===== src/rtl/bicubic_pkg.sv =====
// bicubic_pkg: shared types and constants for the bicubic output serializer
package bicubic_pkg;
  localparam int DATA_W_DEF = 8;
  localparam int LANES = 4;
  typedef logic [1:0] lane_t;
  typedef enum logic {IDLE = 1'b0, SEND = 1'b1} state_t;
  // quads are packed with lane 0 at the LSB, so emission runs FIRST_LANE..LAST_LANE
  localparam lane_t FIRST_LANE = 2'd0;
  localparam lane_t LAST_LANE = 2'd3;
endpackage


===== src/rtl/bicubic_out_serializer_quad_fifo.sv =====
// quad_fifo: synchronous quad FIFO exposing the head entry and the entry behind it
module quad_fifo
  import bicubic_pkg::*;
#(
  parameter int W = LANES * DATA_W_DEF,
  parameter int DEPTH = 4
) (
  input  logic                     clk,
  input  logic                     rst,
  input  logic                     push,
  input  logic                     pop,
  input  logic [W-1:0]             wdata,
  output logic [W-1:0]             head,
  output logic [W-1:0]             head_nx,
  output logic [$clog2(DEPTH):0]   count,
  output logic                     full,
  output logic                     empty
);
  localparam int AW = $clog2(DEPTH);
  localparam int CW = AW + 1;
  logic [W-1:0] mem [DEPTH];
  logic [AW-1:0] wptr, rptr;
  logic wr, rd;
  assign full = count == CW'(DEPTH);
  assign empty = count == '0;
  assign wr = push && !full;
  assign rd = pop && !empty;
  assign head = mem[rptr];
  assign head_nx = mem[rptr + AW'(1)];
  always_ff @(posedge clk) begin
    if (!rst) begin
      wptr <= '0;
      rptr <= '0;
      count <= '0;
    end else begin
      wptr <= wptr + AW'(wr);
      rptr <= rptr + AW'(rd);
      count <= count + CW'(wr) - CW'(rd);
    end
  end
  always_ff @(posedge clk) if (wr) mem[wptr] <= wdata;
endmodule


===== src/rtl/bicubic_out_serializer.sv =====
// bicubic_out_serializer: buffers 4-pixel quads and re-serialises them with sol/eol/eof markers.
// Define BICUBIC_SER_FRAME_CNT_EN to add a 16-bit frame_cnt output.
module bicubic_out_serializer
  import bicubic_pkg::*;
#(
  parameter int DATA_W = DATA_W_DEF,
  parameter int DEPTH = 4,
  parameter int LINE_QUADS = 16,
  parameter int ROWS = 16
) (
  input  logic              clk,
  input  logic              rst,
`ifdef BICUBIC_SER_FRAME_CNT_EN
  output logic [15:0]       frame_cnt,
`endif
  input  logic              act,
  input  logic [DATA_W-1:0] in_0,
  input  logic [DATA_W-1:0] in_1,
  input  logic [DATA_W-1:0] in_2,
  input  logic [DATA_W-1:0] in_3,
  output logic              full,
  output logic [DATA_W-1:0] out,
  output logic              out_valid,
  input  logic              out_ready,
  output logic              sol,
  output logic              eol,
  output logic              eof,
  output logic              overflow
);
  localparam int QW = LANES * DATA_W;
  localparam int CW = $clog2(DEPTH) + 1;
  localparam int XW = LINE_QUADS > 1 ? $clog2(LINE_QUADS) : 1;
  localparam int YW = ROWS > 1 ? $clog2(ROWS) : 1;
  logic [QW-1:0] head, head_nx;
  logic [CW-1:0] count;
  logic empty, pop, valid_n, last_col, last_row, more;
  state_t state, state_n;
  lane_t lane, lane_n;
  logic [XW-1:0] col, col_n;
  logic [YW-1:0] row, row_n;
  logic [DATA_W-1:0] out_n;
  quad_fifo #(.W(QW), .DEPTH(DEPTH)) u_fifo (
    .clk(clk), .rst(rst), .push(act), .pop(pop),
    .wdata({in_3, in_2, in_1, in_0}),
    .head(head), .head_nx(head_nx), .count(count), .full(full), .empty(empty)
  );
  assign last_col = col == XW'(LINE_QUADS - 1);
  assign last_row = row == YW'(ROWS - 1);
  assign more = count > CW'(1);
  assign sol = out_valid && lane == FIRST_LANE && col == '0;
  assign eol = out_valid && lane == LAST_LANE && last_col;
  assign eof = eol && last_row;
  always_comb begin
    state_n = state;
    lane_n = lane;
    col_n = col;
    row_n = row;
    out_n = out;
    valid_n = out_valid;
    pop = 1'b0;
    if (state == IDLE) begin
      if (!empty) begin
        state_n = SEND;
        valid_n = 1'b1;
        lane_n = FIRST_LANE;
        out_n = head[DATA_W-1:0];
      end
    end else if (out_ready) begin
      if (lane != LAST_LANE) begin
        lane_n = lane + lane_t'(1);
        out_n = head[lane_n*DATA_W +: DATA_W];
      end else begin
        // the follow-on quad must already sit in memory to chain without a bubble
        pop = 1'b1;
        lane_n = FIRST_LANE;
        col_n = last_col ? '0 : col + XW'(1);
        row_n = !last_col ? row : last_row ? '0 : row + YW'(1);
        out_n = more ? head_nx[DATA_W-1:0] : out;
        valid_n = more;
        state_n = more ? SEND : IDLE;
      end
    end
  end
  always_ff @(posedge clk) begin
    if (!rst) begin
      state <= IDLE;
      lane <= FIRST_LANE;
      col <= '0;
      row <= '0;
      out <= '0;
      out_valid <= 1'b0;
      overflow <= 1'b0;
    end else begin
      state <= state_n;
      lane <= lane_n;
      col <= col_n;
      row <= row_n;
      out <= out_n;
      out_valid <= valid_n;
      overflow <= overflow | (act & full);
    end
  end
`ifdef BICUBIC_SER_FRAME_CNT_EN
  always_ff @(posedge clk) begin
    if (!rst) frame_cnt <= '0;
    else if (eof && out_ready) frame_cnt <= frame_cnt + 16'd1;
  end
`endif
endmodule


===== config.mk =====
export PLATFORM = sky130hd
export DESIGN_NAME = bicubic_out_serializer
export DESIGN_NICKNAME = d
export VERILOG_FILES = /design/src/rtl/bicubic_pkg.sv /design/src/rtl/bicubic_out_serializer_quad_fifo.sv /design/src/rtl/bicubic_out_serializer.sv
export SDC_FILE = /design/constraint.sdc
export NUM_CORES = 1
export LEC_CHECK = 0
export ABC_AREA = 1
export CAP_MARGIN = 10
export CORE_UTILIZATION = 35
export CTS_BUF_LIST = sky130_fd_sc_hd__clkbuf_8 sky130_fd_sc_hd__clkbuf_16
export DETAILED_ROUTE_END_ITERATION = 7
export GPL_TIMING_DRIVEN = 0
export HOLD_SLACK_MARGIN = 0.02
export PLACE_DENSITY_LB_ADDON = 0.25
export SKIP_LAST_GASP = 1
export SYNTH_ARGS = -nofsm -noshare
export SYNTH_HDL_FRONTEND = slang
export SYNTH_SLANG_ARGS = --single-unit

===== constraint.sdc =====
create_clock -name clk -period 4.8 [get_ports clk]
set_input_delay 0.72 -clock clk [delete_from_list [all_inputs] [get_ports clk]]
set_output_delay 0.72 -clock clk [all_outputs]
set_load 0.03 [all_outputs]

-- After elaboration in Yosys (flattened, before gate mapping)
Memories as Yosys holds them, arrays and structs flattened. A register that Yosys moved wholly into a read port is not among the register bits.
Cells that the tools add are included.
- output and inout bits: 14
- memory bits (writable): 128
- input port bits: 36
- memories: 1
- bits in registers: 28
- word-level logic and storage cells: 76
- memories (memory ; depth ; bits a word ; rd ports ; clocked after Yosys merged registers in ; wr ports ; RTL line ; RTL):
    u_fifo.mem ; 4 ; 32 ; 2 ; 1 ; 1 ; bicubic_out_serializer_quad_fifo.sv:21 ; logic [W-1:0] mem [DEPTH];
- bitwise gates (word level): 3
- $lt $le $gt $ge: 1
- multiplexer cells: 26
- shift operators: 1
- equal/unequal tests: 9
- add/subtract/negate cells: 8
- reduce and logical (&&, ||, !) cells: 17
- operators by type and width (operator ; count):
    $mux 8 ; 5
    $shiftx 32x6->8 ; 1
    $mux 1 ; 14
    $mux 2 ; 5
    $reduce_and 3->1 ; 3
    $add 4x1->4 const B ; 2
    $eq 4x4->1 const B ; 2
    $mux 4 ; 2
    $logic_and 1x1->1 ; 7
    $ne 2x2->1 const B ; 3
    $add 2x1->2 ; 2
    $add 2x1->2 const B ; 2
    $logic_not 4->1 ; 1
    $reduce_and 4->1 ; 1
    $add 3x1->3 ; 1
    $eq 3x3->1 const B ; 1
    $gt 3x1->1 const B ; 1
    $logic_not 3->1 ; 1
    $ne 3x2->1 const B ; 1
    $sub 3x1->3 ; 1
    $eq 2x2->1 const B ; 1
    $logic_not 1->1 ; 2
    $logic_not 2->1 ; 1
    $ne 2x1->1 const B ; 1
    4 further kinds ; 4

-- Longest topological paths before layout
Gate-level depths: netlist (run 1).
- word-level depth: 7
- gate-level depth with buffers: 11
- mapped depth without buffers: 10

-- Cells and area by module
Synthesis (run 1) repeated with hierarchy kept, for this count alone.
- cells, all modules: 802
- area, all modules: 7377.1 um^2
- by module, submodules not included (module ; cells an instance ; instances ; area an instance (um^2) ; seq. area each (um^2)):
    quad_fifo ; 574 ; 1 ; 6013.3 ; 3983.8
    bicubic_out_serializer ; 228 ; 1 ; 1363.8 ; 420.4

-- Worst setup path after synthesis (run 1)
No wires, ideal clock.
- kind: input port to flip-flop
- start point: input port act
- end point: memory u_fifo.mem[0][0] in the netlist's numbering, enable pin
- stages on the path: 4
- setup slack: 1.126 ns
- path buffers: 0
- required time: 4.339 ns
- arrival: 3.213 ns
- path through: inv_1 nor2_1 inv_1 nor3_1
- word-level cells in the longest chain between the ends: 3
- ends and longest elaborated chain (element ; RTL line ; RTL):
    start, declared ; bicubic_out_serializer.sv:16 ; input logic act,
    $logic_and 1x1->1 ; bicubic_out_serializer_quad_fifo.sv:26 ; assign wr = push && !full;
    $mux 1 ; bicubic_out_serializer_quad_fifo.sv:41 ; always_ff @(posedge clk) if (wr) mem[wptr] <= wdata;
    $mux 1 (not written as such) ; bicubic_out_serializer_quad_fifo.sv:41 ;
    end, declared ; bicubic_out_serializer_quad_fifo.sv:21 ;
No other way between the ends.

-- Worst setup path in the final report (run 1)
- start point: register lane[1]
- end point: output port eof
- word-level cells in the longest chain between the ends: 4
- ends and longest elaborated chain (element ; RTL line ; RTL):
    start, declared ; bicubic_out_serializer.sv:38 ; lane_t lane, lane_n;
    start signal, assigned ; bicubic_out_serializer.sv:95 ; lane <= lane_n;
    $eq 2x2->1 ; bicubic_out_serializer.sv:51 ; assign eol = out_valid && lane == LAST_LANE && last_col;
    $logic_and 1x1->1 (2 in a row) ; bicubic_out_serializer.sv:51 ;
    $logic_and 1x1->1 ; bicubic_out_serializer.sv:52 ; assign eof = eol && last_row;
    end, declared ; bicubic_out_serializer.sv:27 ; output logic eof,
No other way between the ends.

==> results summary, run 1 <==
The flow ran to the end, and the final reports show no timing, DRC or antenna violations. For the pin with the worst max-slew slack, the measured transition is 786 ps. Detailed routing inserted a total of roughly 5200 vias. The violation count after the first detailed-route iteration is slightly below 400.

The cell area after synthesis is about 7000 um^2. The area of the core is roughly 20000 um^2. The total count of hold-check failures in the final report came out at 0.

edfxtp_1 takes more of the synthesized area than any other cell. STA classifies the critical path endpoint as an output port. The number of distinct standard cells referenced by the synthesized netlist is 32. The highest clock rate is ~0.29 GHz. The max-capacitance violation count is 0. The share of flip-flops with an asynchronous set or reset after synthesis came out at 0. Setup violations remaining at the end of the flow were counted as 0. The synthesized net count is between 700 and 800. The clock network latency to the later pin of the worst-skew pair came out at about 430 ps. For this run, design rule violations remaining after detail routing come to 0. Walking the worst path, the cells encountered are ha_1 -> buf_2 -> inv_1 -> clkbuf_1 -> nor4_1 -> clkdlybuf4s50_1. The total power density per cell area came out at 425 nW/um^2.

In this run the cell area measured after placement is about 8000 um^2. The synthesized instance count came out at between 700 and 800. The remaining global-route overflow is 0.

The worst-case clock buffer depth is 2. Buffers inserted to repair hold after CTS numbered 0. The estimated wirelength of the detail-placed design is between 10000 and 15000 um. Across the routed clock network, the largest skew measured is approximately 14 ps. The leakage power summed over all cells came out at between 3 and 4 nW. The number of antenna-violating nets in the routed design is 0. The wire length on met1 came out at ~8100 um. The fraction of synthesized cell area taken by the top area cell type came out at 0.545. The most common cell in the synthesized netlist is nand2_1. The length of the first detailed-routing pass in iterations is 5. The standard-cell row count is 51. The final weighted congestion in routability-driven placement came out at between 0.8 and 0.9. The number of top-level pins is 50. The number of flops mapped to enable cells by yosys is roughly 130.

The register bit total from synthesis is 156. The die height is around 140 um. The initial antenna violation count came out at 0. The number of global-route vias before repair is between 4000 and 5000. The routed design uses 8350 um of met2 wire. The relative slew slack is 0.473.

CTS placed an instance of clkbuf_16 at the clock tree root. The die outline width is approximately 140 um. The cell area after layout came out at ~8600 um^2.

Sorting the synthesized cells by how often they occur yields nand2_1, edfxtp_1, nand3_1. On the worst path, the slowest cell contributes a delay of between 700 and 800 ps. The tree built by TritonCTS fans out to about 160 sinks. The arrival time of the worst setup path is 2760 ps. The net count reported at finish came out at around 860. The clock network fraction of total power is 0.340. The setup total negative slack is 0 ps. Of the synthesized area, sequential elements account for 0.625. The overall power of the completed layout is about 3.6 mW. The leading register cell type out of synthesis is edfxtp_1. The growth of design area from synthesis to finish came out at 21.5%. The total wire length is between 15000 and 20000 um. The number of fillers in the final layout is 1901. The launching instance or port of the critical path is lane[1]. The critical path is of the reg -> out type.

The count of input and output buffers is between 40 and 50. The setup fix buffers added after clock tree synthesis is 0. The highest layer touched by signal routing is met4. The worst hold path begins at overflow. The number of pins exceeding their max-slew limit in the final report is 0.

The share of total power dissipated in combinational logic is 0.195. The count of cells resized by post-cts repair came out at 0. The pin count of the biggest net entering global routing came out at 17. The number of H-tree levels is 4. The first global-routing pass estimated 27600 um of wire. The required time at the worst-slack endpoint is between 4000 and 5000 ps.

Across every metal layer, demand over resource in global routing totals 0.186. The reg-to-reg startpoint is lane[0]. The clock transition at the register clock pins on the worst setup and hold paths after CTS is 60 ps. In the final routed layout, each cell accounts on average for 16.5 um.

STA classifies the critical path startpoint as a flip-flop. Averaged over all synthesized cells, the footprint is about 9.6 um^2. The area enclosed by the die boundary came out at between 20000 and 25000 um^2. The share of the core filled with cells is 0.437. The worst-path maximum fanout is 10. The maximum resistive drop on vdd is 0.215 mV. The sequential fraction of design power is 0.465. The net switching share of the total power came out at 0.297. The antenna diode count came out at 0. In the finished design, the share of the clock period the worst path needs comes to 0.725.

The clock tree from TritonCTS is built. Setup repair after global routing left no endpoint under its margin. Yosys attributes the largest share of cell area to edfxtp_1, nand2_1, nand3_1.

For this design, the slowest cell found on the critical path is clkdlybuf4s50_1. The total of warnings raised by yosys is 0. The minimum period implied by the final worst setup slack is between 3000 and 4000 ps. The wire length on met3 came out at 1110 um. Clock tree synthesis inserted a total of 17 buffers. The class of the tightest hold or removal check is reg -> reg. The mean number of vias per cell is around 4.8. The net switching power came out at approximately 1.1 mW. Cell internal power was estimated by the tool at about 2.6 mW. The final hold slack is between 400 and 500 ps. The share of cells above drive strength 1 is 0.115. The starting density of the core is 0.360.
state kept, by name, indices dropped and copies added, names as in the netlist, 2 cells and up:
signal        flops
col               4
lane              2
out               8
row               4
u_fifo.count      3
u_fifo.mem      128
u_fifo.rptr       2
u_fifo.wptr       2
worst max-delay path, delay by kind of cell, from the launching register on:
family                     cells  cell delay (ps)
adders and majority gates      1              150
DFF                            1              370
buffers and inverters          4             1460
and+or+nand+nor                1              350
power groups by stage:
stage / Sequential (mW) / Clock, mW / Combinational (mW)
after detailed placement: 1.72 / 0 / 0.706
after global routing: 1.71 / 1.31 / 0.783
after floorplan: 1.78 / 0 / 0.353
final: 1.69 / 1.24 / 0.710
after CTS: 1.69 / 1.25 / 0.710
after global placement: 1.74 / 0 / 0.665
cell type report:
type	instances	area, um^2	share of cell area
Clock inverter	15	115	0.0134
Multi-Input combinational cell	438	2060	0.241
Tap cell	265	332	0.0387
Inverter	105	394	0.0460
Sequential cell	156	4400	0.514
Timing Repair Buffer	61	622	0.0726
Clock buffer	17	425	0.0497
Buffer	32	209	0.0244
through the flow:
step                      worst slack [ps]  std cells
after CTS                             1320       1089
after floorplan                       1130        731
final                                 1320       1089
after global placement               -1650       1045
after detailed placement              1780       1057
after global routing                  1170       1089
placed cells by master, fill, tap and decap left out, drive strengths merged:
cell and n:
a21oi 23, clkinv 7, inv 110, nand3 117, ha 8, o21ai 14
clkdlybuf4s50 49, a211oi 1, a31oi 4, nand2 209, dfxtp 28, clkbuf 20
edfxtp 128, nor3 9, xor2 2, nor2 31, a22oi 2, clkinvlp 3
or2 8, buf 41, fa 1, xnor2 2, a41oi 4, nand4 1
nor4 1, o211ai 1
layer usage:
| metal | track usage | up-vias |
|---|---|---|
| li1 | - | 2578 |
| met1 | 0.243 | 2390 |
| met2 | 0.298 | 187 |
| met3 | 0.0457 | 24 |
| met4 | 0.0700 | 0 |
| met5 | 0 | - |
cells by family after synthesis:
group / Yosys count / synth area share
fa+ha+maj: 9 / 0.0170
flops: 156 / 0.625
xor+xnor: 4 / 0.00497
buf+inv: 137 / 0.0855
compound gates: 49 / 0.0390
simple gates: 376 / 0.229
worst paths after layout:
kind	endpoint	slack (ps)	cells after the start
max reg2reg	out[5]	2140	10
min	overflow	450	2
min reg2reg	overflow	450	2
max	eof	1320	6
Note: power is estimated with default switching activity, not from simulation.
==> run 2, diff against run 1 <==
- clock period: 4.8 -> 3.4 ns (I/O delays scaled with it)
==> results summary, run 2 (synthesis results as in run 1) <==
The count of cells resized by post-cts repair came out at 0 (unchanged). The detailed-route wire length per cell came out at 16.5 um (+0.17%). The clock network latency to the later pin of the worst-skew pair is 430 ps (about the same). The total DRC errors in the routed layout came to 0 (unchanged).

The critical path is of the reg -> out type. The depth of the worst register-to-register path is 10 (unchanged). The leakage power summed over all cells came to 3.53 nW (+0.53%). The violation count after the first detailed-route iteration is 396 (unchanged). The number of fillers in the final layout is 1905 (+0.21%). The number of H-tree levels is 4 (unchanged).

The number of top-level pins came out at 50 (unchanged). The antenna diode count was 0 (unchanged). The cell sitting at the root of the clock tree is a clkbuf_16. The pin count of the biggest net entering global routing came out at 17 (unchanged). The worst-path maximum fanout came out at 10 (unchanged).

The number of gates on the worst path with buffers counted is 7 (+1). The share of the core filled with cells is 0.437 (about the same). The cell seen most often among critical-path stages is buf_2. The length of the first detailed-routing pass in iterations came out at 5 (unchanged). The number of antenna-violating nets in the routed design was 0 (unchanged). The required time at the worst-slack endpoint is 2890 ps (-1190 ps). The count of buffering cells on the critical path with inverters included came out at 4 (unchanged). The highest clock rate is 0.314 GHz. The number of buffers inserted for hold repair after clock tree synthesis is 0 (unchanged).

The arrival time of the worst setup path is 2670 ps (-90 ps). The max-capacitance violation count was 0 (unchanged). The growth of design area from synthesis to finish came out at 21.5% (about the same). The clock transition at the register clock pins on the worst setup and hold paths after CTS came out at 60 ps (about the same). The largest registers in the layout are u_fifo.mem (128), out (8). The TritonCTS buffer count is 17 (unchanged). The number of pins exceeding their max-slew limit in the final report came out at 0 (unchanged). The number of clock sinks seen by CTS is 156 (unchanged).

The wire length on met1 is 8050 um (-0.32%). The run finished with clean final reports. STA classifies the critical path startpoint as a flip-flop.

The area of the core was 19600 um^2 (unchanged). The share of cells above drive strength 1 was 0.115 (unchanged). The remaining global-route overflow came out at 0 (unchanged). The number of endpoints failing setup at the final stage is 0 (unchanged). The slew at the pin closest to its max-slew limit is 777 ps (-8.71 ps).

The number of global-route vias before repair was 4973 (unchanged). The total wire length is 18000 um (+0.17%). The die height was 144 um (unchanged). The overall power of the completed layout came to 5.14 mW (+41%).

The mean number of vias per cell came out at 4.75 (about the same). The total power density per cell area is 599 nW/um^2 (+41%). The endpoint type of the worst setup path is an output port. The via count of the routed design is 5177 (-0.039%). The post-placement cell count was 1057 (unchanged). The relative slew slack is 0.479 (+0.00584). The worst-case clock buffer depth is 2 (unchanged).

The maximum resistive drop on vdd is 0.303 mV (+41%). The net count reported at finish came out at 856 (unchanged). The class of the tightest hold or removal check is reg -> reg. Routed signal wires occupy layers up through met4. The post-route non-filler standard cell count is 1089 (unchanged). The cell family with the largest share of critical-path delay is buffers and inverters. The global-route wire length before repair came to 27600 um (unchanged). Setup repair after global routing left no endpoint under its margin. The minimum period implied by the final worst setup slack is between 3000 and 4000 ps. The area taken by flip-flops and latches came out at 4400 um^2 (unchanged). The worst hold path depth came out at 2 (unchanged). The overall track demand over capacity in global routing is 0.186 (unchanged). In the finished design, the share of the clock period the worst path needs comes to 0.937. Ranked by flip-flop count, first place goes to u_fifo.mem.

The setup fix buffers added after clock tree synthesis is 0 (unchanged). The area enclosed by the die boundary came out at 20700 um^2 (unchanged). The starting density of the core was 0.360 (unchanged).

The initial antenna violation count came out at 0 (unchanged). The flip-flop count of the largest register, all copies and words added came out at 128 (unchanged). The delay of the slowest cell on the worst path came out at 700 ps (-20 ps). The signal on the critical path passes through buf_2 -> inv_2 -> buf_2 -> ha_1 -> nand3_1 -> nor3_1 -> clkdlybuf4s50_1. The most common cell after layout, fill and taps aside is nand2_1. The estimated wirelength of the detail-placed design came out at 12300 um (unchanged). The final weighted congestion in routability-driven placement is 0.831 (unchanged). The worst clock skew on the final layout was 13.3 ps (-0.487 ps). The standard-cell row count was 51 (unchanged). The die outline width is 144 um (unchanged). In the layout the commonest cells are nand2_1, edfxtp_1, nand3_1.

The multi-input combinational cell area came out at 2060 um^2 (unchanged). The total count of hold-check failures in the final report came out at 0 (unchanged). The met2 routed wirelength was 8370 um (+0.16%). The wire length on met3 is 1170 um (+5.5%). The cell with the largest stage delay on the worst path is clkdlybuf4s50_1.

TritonCTS built the clock tree. The setup total negative slack came to 0 ps (unchanged). The count of input and output buffers came out at 49 (unchanged).
-- run 2: cell count changes in the layout (fill, tap and decap cells not counted), sizes merged --
cell,previous run,this run
dlymetal6s2s,0,1
clkdlybuf4s50,49,48
-- run 2: per-layer routing --
metal  up-vias  GRT usage
li1       2577          -
met1      2387      0.243
met2       189      0.298
met3        24     0.0457
met4         0     0.0700
met5         -          0
-- run 2: worst paths after layout --
path             from        to  slack (ps)
min          overflow  overflow         450
max           lane[0]       sol         220
min reg2reg  overflow  overflow         450
max reg2reg   lane[0]    out[7]         750
-- run 2: area by class of cell --
cell class	count	area share
clock buffers	17	0.0496
clock inverters	15	0.0134
inverters	105	0.0460
repair buffers	61	0.0729
multi-input cells	438	0.241
plain buffers	32	0.0244
flip-flops and latches	156	0.514
well taps	265	0.0387
-- run 2: worst register-to-register path, cell delays in order (launching register included) --
cell     delay, ps
dfxtp_1        330
buf_2          260
inv_2          190
buf_2          260
ha_1           310
buf_1          430
inv_1          320
nand3_1        160
nand3_1        110
nand2_1        110
a21oi_1         60
-- run 2: power breakdown --
part           total (mW)  internal, mW  leakage [nW]  switching (mW)
clock network        1.75         0.943         0.259           0.802
registers            2.39          2.30          1.40          0.0873
logic                1.00         0.364          1.87           0.638
-- run 2: per-stage QoR --
step	worst slack, ps	hold slack, ps	cell area (um^2)
global route	59.2	491	8570
detailed placement	588	442	8030
finish	215	450	8570
CTS	131	452	8570
floorplan	-146	439	7050
global placement	-2840	438	7870
==> run 3, diff against run 2 <==
- SETUP_SLACK_MARGIN: unset -> 0.3
==> results summary, run 3 (synthesis results as in run 1) <==
The flow ran to the end, and the final reports show no timing, DRC or antenna violations. The cell with the largest stage delay on the worst path is dlygate4sd2_1. The number of gates on the worst path with buffers counted is 6 (-1). The via count of the routed design was 5177 (unchanged). The setup total negative slack is 0 ps (unchanged). The total count of hold-check failures in the final report came out at 0 (unchanged). The highest clock rate came out at 0.346 GHz (+10%). The number of buffers inserted for hold repair after clock tree synthesis was 0 (unchanged). The mean number of vias per cell was 4.75 (unchanged).

The number of clock sinks seen by CTS is 156 (unchanged). The violation count after the first detailed-route iteration came out at 383 (-3.3%). The most flop-heavy register is u_fifo.mem.

The delay of the slowest cell on the worst path is 430 ps (-270 ps). The leakage power summed over all cells came out at 3.53 nW (about the same). The top cell types in the final layout, fill and taps aside, are nand2_1, edfxtp_1, nand3_1. The worst register-to-register path ends at out[7]. Setup repair after global routing left no endpoint under its margin.

The number of pins exceeding their max-slew limit in the final report is 0 (unchanged). The worst hold path depth came out at 2 (unchanged). The net count reported at finish is 856 (unchanged). The count of buffering cells on the critical path with inverters included was 4 (unchanged). The number of H-tree levels came out at 4 (unchanged). TritonCTS built the clock tree.

The remaining global-route overflow came out at 0 (unchanged). The length of the first detailed-routing pass in iterations was 7 (+2). The maximum resistive drop on vdd came out at 0.303 mV (about the same). The startpoint identified for the worst hold timing path is overflow. The antenna diode count is 0 (unchanged).

The final weighted congestion in routability-driven placement is 0.831 (unchanged). The worst hold path terminates at overflow. In this run the worst hold path is classified as reg -> reg. The die outline width is 144 um (unchanged). The starting density of the core is 0.360 (unchanged).

The die height came out at 144 um (unchanged). The TritonCTS buffer count is 17 (unchanged). The clock network latency to the later pin of the worst-skew pair is 430 ps (about the same). The minimum period implied by the final worst setup slack came out at 2890 ps (-292 ps). The worst-case clock buffer depth came out at 2 (unchanged).

The required time at the worst-slack endpoint came to 2890 ps (about the same). The overall track demand over capacity in global routing is 0.186 (unchanged). The pre-CTS worst setup slack came out at 588 ps (unchanged). The arrival time of the worst setup path is 2380 ps (-290 ps). The flip-flop count of the largest register, all copies and words added is 128 (unchanged). STA classifies the critical path startpoint as a flip-flop. The slew at the pin closest to its max-slew limit is 774 ps (-3.63 ps). The overall power of the completed layout came to 5.13 mW (about the same).

The worst register-to-register path begins at lane[0]. The period utilization is 0.851 (-0.0860). The cell sitting at the root of the clock tree is a clkbuf_16. The global-route wire length before repair came to 27600 um (unchanged). The final hold slack is 450 ps (+0.00200 ps).

The classification of the worst setup path is reg -> out. The growth of design area from synthesis to finish is 21.4% (about the same). The worst clock skew on the final layout is 13.2 ps (-0.0802 ps). The total DRC errors in the routed layout is 0 (unchanged). The estimated wirelength of the detail-placed design came to 12300 um (unchanged). The relative slew slack is 0.481 (+0.00243). The total power density per cell area is 600 nW/um^2 (about the same). The detailed-route wire length per cell came to 16.5 um (about the same). The initial antenna violation count is 0 (unchanged). The standard-cell row count came to 51 (unchanged). The most common cell after layout, fill and taps aside is nand2_1. The final worst-path setup slack came out at 507 ps (+292 ps).

The area of the core came out at 19600 um^2 (unchanged). The endpoint type of the worst setup path is an output port. The clock transition at the register clock pins on the worst setup and hold paths after CTS is 60 ps (about the same).

The pin count of the biggest net entering global routing is 17 (unchanged). The depth of the worst register-to-register path came to 10 (unchanged). The number of antenna-violating nets in the routed design is 0 (unchanged).

In this design, the largest share of critical-path delay is due to buffers and inverters. The number of top-level pins is 50 (unchanged). The number of global-route vias before repair was 4973 (unchanged). The total wire length is 17900 um (about the same). The critical path goes through ha_1 -> buf_2 -> inv_1 -> clkbuf_2 -> nor4_1 -> dlygate4sd2_1. The count of input and output buffers is 49 (unchanged).

The worst-path maximum fanout came out at 10 (unchanged). The number of endpoints failing setup at the final stage came out at 0 (unchanged). The setup slack of the worst register-to-register path came out at 780 ps (+30 ps). The largest registers in the layout are u_fifo.mem (128), out (8). The area enclosed by the die boundary came out at 20700 um^2 (unchanged).

The share of cells above drive strength 1 came to 0.117 (+0.00121). The max-capacitance violation count is 0 (unchanged).
[run 3: worst min-delay path: cells and delay by family (launching register included)]
family	cells	cell delay [ps]
flops	1	310
buf+inv	1	50
compound gates	1	50
[run 3: through the flow]
stage	instance area [um^2]	utilization	instances
global route	8560	0.437	1089
floorplan	7050	-	731
global placement	7870	0.402	1045
detailed placement	8030	0.410	1057
finish	8560	0.437	1089
CTS	8560	0.437	1089
[run 3: how the worst max path moves through the flow]
stage / startpoint / to / slack (ps)
floorplan: u_fifo.count[1] / u_fifo.mem[0][0] / -150
global placement: act / u_fifo.mem[2][26] / -2840
detailed placement: act / u_fifo.mem[2][26] / 590
CTS: lane[1] / eof / 430
global route: lane[0] / sol / 350
finish: lane[1] / eof / 510
[run 3: area by class of cell]
cell class	instances	area, um^2
Buffer	32	210
Clock buffer	17	425
Clock inverter	15	115
Fill cell	1903	11000
Inverter	105	394
Multi-Input combinational cell	438	2060
Sequential cell	156	4400
Tap cell	265	332
Timing Repair Buffer	61	618
[run 3: repair_timing]
item,4_1_cts,5_1_grt
resized for setup,3,2
setup endpoints to repair,3,1
setup buffers,0,0
[run 3: metal layers]
| layer | vias up | GRT usage | share of wire |
|---|---|---|---|
| met1 | 2392 | 0.243 | 0.45 |
| li1 | 2576 | - | - |
| met2 | 187 | 0.298 | 0.47 |
| met4 | 0 | 0.0700 | 0.019 |
| met3 | 22 | 0.0457 | 0.064 |
| met5 | - | 0 | 0 |
[run 3: power breakdown]
part,switching (mW),total [mW],internal (mW)
registers,0.0878,2.39,2.30
logic,0.639,1.00,0.361
clock network,0.801,1.74,0.943
